### config.mk
export PLATFORM = sky130hd
export DESIGN_NAME = uart_tx_arbiter
export DESIGN_NICKNAME = d
export VERILOG_FILES = /design/src/rtl/uart_tx_arbiter.sv
export SDC_FILE = /design/constraint.sdc
export NUM_CORES = 1
export LEC_CHECK = 0
export BUFFER_PORTS_ARGS = -buffer_cell sky130_fd_sc_hd__clkbuf_2
export CAP_MARGIN = 20
export CORE_MARGIN = 10
export CORE_UTILIZATION = 35
export DETAILED_ROUTE_END_ITERATION = 12
export PLACE_DENSITY = 0.62
export SLEW_MARGIN = 20
export SYNTH_ARGS = -nofsm -noshare
export SYNTH_HDL_FRONTEND = slang
export SYNTH_SLANG_ARGS = --single-unit
export TNS_END_PERCENT = 5
### constraint.sdc
create_clock -name clk -period 3.7 [get_ports clk]
set_clock_uncertainty 0.1 [all_clocks]
set_input_delay 0.185 -clock clk [delete_from_list [all_inputs] [get_ports clk]]
set_output_delay 0.185 -clock clk [all_outputs]
set_load 0.02 [all_outputs]
### src/rtl/uart_tx_arbiter.sv
`timescale 1ns/1ps
// Four-requester UART transmitter with a round-robin line lock: the owner keeps
// the line until it sends a newline/CR or stays silent for LOCK_TIMEOUT cycles.
//
// state   | meaning
// S_IDLE  | no lock owner, arbitrating among valid requesters
// S_WAIT  | owner holds the lock, serializer idle, timeout counting
// S_START | start bit (0) on TX
// S_DATA  | eight data bits on TX, LSB first
// S_STOP  | stop bit (1) on TX
module uart_tx_arbiter #(
    parameter int CLKS_PER_BIT = 868,
    parameter int LOCK_TIMEOUT = 1024
) (
    input  logic        clk,
    input  logic        rst_n,
    input  logic [3:0]  req_valid,
    input  logic [31:0] req_data,
    output logic [3:0]  req_ready,
    output logic        TX,
    output logic [1:0]  grant_id,
    output logic        grant_active,
    output logic        busy
);

    typedef enum logic [2:0] {S_IDLE, S_WAIT, S_START, S_DATA, S_STOP} state_t;

    localparam logic [15:0] BIT_LOAD = 16'(CLKS_PER_BIT - 1);
    localparam logic [15:0] TO_LAST  = 16'(LOCK_TIMEOUT - 1);

    state_t      state_q;
    logic [1:0]  grant_id_q;
    logic        grant_active_q;
    logic [1:0]  rr_ptr_q;
    logic [7:0]  shift_q;
    logic [7:0]  byte_q;
    logic [15:0] bit_cnt_q;
    logic [2:0]  bit_idx_q;
    logic [15:0] to_cnt_q;
    logic        tx_q;

    logic [1:0]  pick;
    logic        pick_ok;
    logic        owner_valid;
    logic [7:0]  owner_data;

    // Walk offsets high to low so the nearest valid requester after rr_ptr wins.
    always_comb begin
        pick    = rr_ptr_q;
        pick_ok = 1'b0;
        for (int i = 3; i >= 0; i--) begin
            if (req_valid[rr_ptr_q + 2'(i)]) begin
                pick    = rr_ptr_q + 2'(i);
                pick_ok = 1'b1;
            end
        end
    end

    assign owner_valid = req_valid[grant_id_q];
    assign owner_data  = req_data[{grant_id_q, 3'b000} +: 8];

    always_comb begin
        req_ready = '0;
        if (state_q == S_WAIT) begin
            req_ready[grant_id_q] = 1'b1;
        end
    end

    assign TX           = tx_q;
    assign grant_id     = grant_id_q;
    assign grant_active = grant_active_q;
    assign busy         = (state_q == S_START) || (state_q == S_DATA) || (state_q == S_STOP);

    always_ff @(posedge clk or negedge rst_n) begin
        if (!rst_n) begin
            state_q        <= S_IDLE;
            grant_id_q     <= 2'd0;
            grant_active_q <= 1'b0;
            rr_ptr_q       <= 2'd0;
            shift_q        <= 8'd0;
            byte_q         <= 8'd0;
            bit_cnt_q      <= 16'd0;
            bit_idx_q      <= 3'd0;
            to_cnt_q       <= 16'd0;
            tx_q           <= 1'b1;
        end else begin
            case (state_q)
                S_IDLE: begin
                    if (pick_ok) begin
                        grant_id_q     <= pick;
                        grant_active_q <= 1'b1;
                        rr_ptr_q       <= pick + 2'd1;
                        to_cnt_q       <= 16'd0;
                        state_q        <= S_WAIT;
                    end
                end
                S_WAIT: begin
                    if (owner_valid) begin
                        shift_q   <= owner_data;
                        byte_q    <= owner_data;
                        to_cnt_q  <= 16'd0;
                        bit_cnt_q <= BIT_LOAD;
                        tx_q      <= 1'b0;
                        state_q   <= S_START;
                    end else if (to_cnt_q == TO_LAST) begin
                        to_cnt_q       <= 16'd0;
                        grant_active_q <= 1'b0;
                        state_q        <= S_IDLE;
                    end else begin
                        to_cnt_q <= to_cnt_q + 16'd1;
                    end
                end
                S_START: begin
                    if (bit_cnt_q == 16'd0) begin
                        tx_q      <= shift_q[0];
                        shift_q   <= shift_q >> 1;
                        bit_idx_q <= 3'd0;
                        bit_cnt_q <= BIT_LOAD;
                        state_q   <= S_DATA;
                    end else begin
                        bit_cnt_q <= bit_cnt_q - 16'd1;
                    end
                end
                S_DATA: begin
                    if (bit_cnt_q == 16'd0) begin
                        bit_cnt_q <= BIT_LOAD;
                        if (bit_idx_q == 3'd7) begin
                            tx_q    <= 1'b1;
                            state_q <= S_STOP;
                        end else begin
                            tx_q      <= shift_q[0];
                            shift_q   <= shift_q >> 1;
                            bit_idx_q <= bit_idx_q + 3'd1;
                        end
                    end else begin
                        bit_cnt_q <= bit_cnt_q - 16'd1;
                    end
                end
                S_STOP: begin
                    if (bit_cnt_q == 16'd0) begin
                        to_cnt_q <= 16'd0;
                        if ((byte_q == 8'h0A) || (byte_q == 8'h0D)) begin
                            grant_active_q <= 1'b0;
                            state_q        <= S_IDLE;
                        end else begin
                            state_q <= S_WAIT;
                        end
                    end else begin
                        bit_cnt_q <= bit_cnt_q - 16'd1;
                    end
                end
                default: state_q <= S_IDLE;
            endcase
        end
    end

endmodule

==> flow_summary.toml <==
[cells_and_area]
layout-drive-gt1-share_pct = 20.7
regArea_um2 = 1500
fill_cells = 1000
multi_input_area_um2 = 1840
syn2layout_area_growth_pct = 16.9
fin_area_um2 = 4060
antenna_cells = 0
layout_commonest_cell = "nand2_1"
num-nets-final = 478
final_cell_mix = "77 x nand2_1, 59 x dfrtp_1, 46 x clkbuf_2"

[logic_synthesis]
ys_ff_latch = 60
synth_ff_type = "dfrtp_1"
synth_area_um2 = 3480
synth_cell_types = 53
yosysWarningCount = 0
synth_nets = 432
syn-instance-count = 389
synth-seq-area-share_pct = 43.2
synth_edf_count = 0
synthArstFlopShare_pct = 100
avgSynthCellArea_um2 = 8.94

[clock_network]
cts_buffers = 9
cts_buffer_depth = 2
cts.sinks = 60
clkTransAtPathRegs_ns = 0.07
cts_root_buffer = "clkbuf_8"
insertion_delay_ns = 0.35
tritoncts = "built"
postCtsSetupBuffers = 0
cts_hold_buf = 1
cts-resized-gates = 0
cts-htree-levels = 3

[setup_path]
path_cells = "or4_1 -> or4_4 -> a211o_1 -> a21oi_4 -> mux2_2"
critPathRequiredTime_ns = 3.83
worstReg2RegStart = "bit_cnt_q[6]"
max_stage_delay_ns = 0.68
crit_type = "reg -> reg"
arrival_ns = 3.17
r2r_slack_ns = 0.67
critical_path.max_fanout = 13
cp-end-kind = "flop"
critPathLaunchType = "flop"
cp_slowest_cell = "or4_1"
reg2reg_to = "shift_q[6]"
reg2reg_depth = 5

[power]
p_int_mw = 1.67
clkPwrFrac_pct = 21.8
p_sw_share_pct = 40.8
p_total_mw = 2.82
p_comb_share_pct = 43.6
leakage_nw = 1.78
power_density_nw_per_um2 = 693
p_switching_mw = 1.15
seqPwrFrac_pct = 34.6
ir_drop_uv = 277

[hold_path]
whs_path_depth = 4
holdCritPathClass = "in -> reg"
hold_end = "byte_q[0]"
hold_start = "req_data[0]"

[detailed_routing]
antenna_left = 0
firstDrtPassIters = 4
drtIter0Drc = 160
drc = 0
routedWlPerCell_um = 15.1
vias = 3051
post_drt_via_cell_ratio = 5.32
routed_wl_um = 8660

[sta]
grt_setup_unrepaired = "no"
min_period_ns = 3.03
worst_pin_slew_ns = 0.801
timing.fmax_mhz = 330
maxSlewViolCount = 0
tns_ns = 0
min_period_over_period_pct = 82.0
slew_headroom_pct = 46.6
setup_viol = 0
finalHoldViolCount = 0

[placement]
post_dp_cell_area_um2 = 3850
io_buffers = 46
place.gp.congestion = 0.922
place_hpwl_um = 6350

[floorplan]
dieHeight_um = 120
core_area_um2 = 9730
die_area_um2 = 14300
start_util_pct = 35.7
rows = 36
ioPinCount = 47
fp.dieW_um = 120

[global_route]
track_usage_pct = 12.5
grt_pass1_wl_um = 14900
grt_antenna_before_repair = 0
grt_max_degree = 33
grt_overflow = 0
grt_pass1_vias = 3013

[flow_run]
cap_violations = 0

[outcome]
status = "complete, no violations"
[state kept, by name, summed over array words and instances (netlist names)]
signal        cells
grant_id          2
TX                1
rr_ptr_q          2
bit_cnt_q        16
grant_active      1
bit_idx_q         3
byte_q            8
shift_q           8
to_cnt_q         16
state_q           3
[area by class of cell]
class	count	share of cell area, %
clock inverter	4	1.17
multi-input combinational	293	45.2
sequential	60	37.0
tap	133	4.09
clock buffer	12	3.82
timing repair buffer	54	7.20
inverter	17	1.57
[metrics by stage]
step	hold WS [ns]	cells	worst slack, ns	util [%]
6_report	0.165	573	0.666	41.8
5_1_grt	0.180	573	0.530	41.8
4_1_cts	0.157	573	0.665	41.8
3_5_place_dp	0.228	556	0.686	39.6
3_3_place_gp	0.228	556	0.722	39.6
2_1_floorplan	-0.211	389	0.931	-
[how the worst max path moves through the flow]
stage,slack (ns),end,start,cells past startpoint
floorplan,0.93,shift_q[0],bit_cnt_q[0],7
global placement,0.72,shift_q[2],bit_cnt_q[0],7
detailed placement,0.69,shift_q[3],bit_cnt_q[6],5
CTS,0.66,shift_q[6],bit_cnt_q[6],5
global route,0.53,shift_q[4],bit_cnt_q[1],7
finish,0.67,shift_q[6],bit_cnt_q[6],5
[layer usage]
layer / share of wire [%] / track usage [%]
met1: 49 / 16.7
met2: 46 / 19.3
met3: 4.5 / 3.80
met4: 1.0 / 3.62
met5: 0 / 0
[critical path: cells and delay by family (launching register included)]
| family | cells | cell delay (ns) |
|---|---|---|
| flip-flops | 1 | 0.43 |
| AO/OA/AOI/OAI | 2 | 0.65 |
| AND/OR/NAND/NOR | 2 | 1.36 |
| multiplexers | 1 | 0.38 |
[cells in the mapped netlist, types with 6 or more instances]
| master | instances | share of area [%] |
|---|---|---|
| mux2_2 | 7 | 2.3 |
| inv_1 | 17 | 1.8 |
| nor3_1 | 18 | 2.6 |
| dfrtp_1 | 59 | 42 |
| clkbuf_1 | 17 | 1.8 |
| o21ai_0 | 32 | 4.6 |
| or4_1 | 7 | 1.5 |
| nand2_1 | 77 | 8.3 |
| mux4_2 | 9 | 5.8 |
| nor2_1 | 16 | 1.7 |
| o31ai_1 | 6 | 1.3 |
| or3_1 | 13 | 2.3 |
| a21oi_1 | 18 | 2.6 |
| nor4_1 | 6 | 1.1 |
| nand3_1 | 12 | 1.7 |
| o211ai_1 | 6 | 1.3 |
[power groups by stage]
stage / combinational, mW / sequential [mW] / clock, mW
6_report: 1.23 / 0.975 / 0.615
5_1_grt: 1.40 / 1.01 / 0.661
4_1_cts: 1.25 / 0.973 / 0.631
3_5_place_dp: 1.24 / 0.985 / 0
3_3_place_gp: 1.22 / 0.979 / 0
2_1_floorplan: 0.896 / 0.966 / 0
[kinds of logic after synthesis]
family	Yosys count	share of synthesized area, %
XOR/XNOR	5	1.26
flip-flops	60	43.2
adder cells (fa/ha/maj)	5	1.80
multiplexers	18	8.68
AO/OA/AOI/OAI	89	16.1
buffers and inverters	36	3.96
AND/OR/NAND/NOR	176	25.0
(Power assumes the default switching activity.)
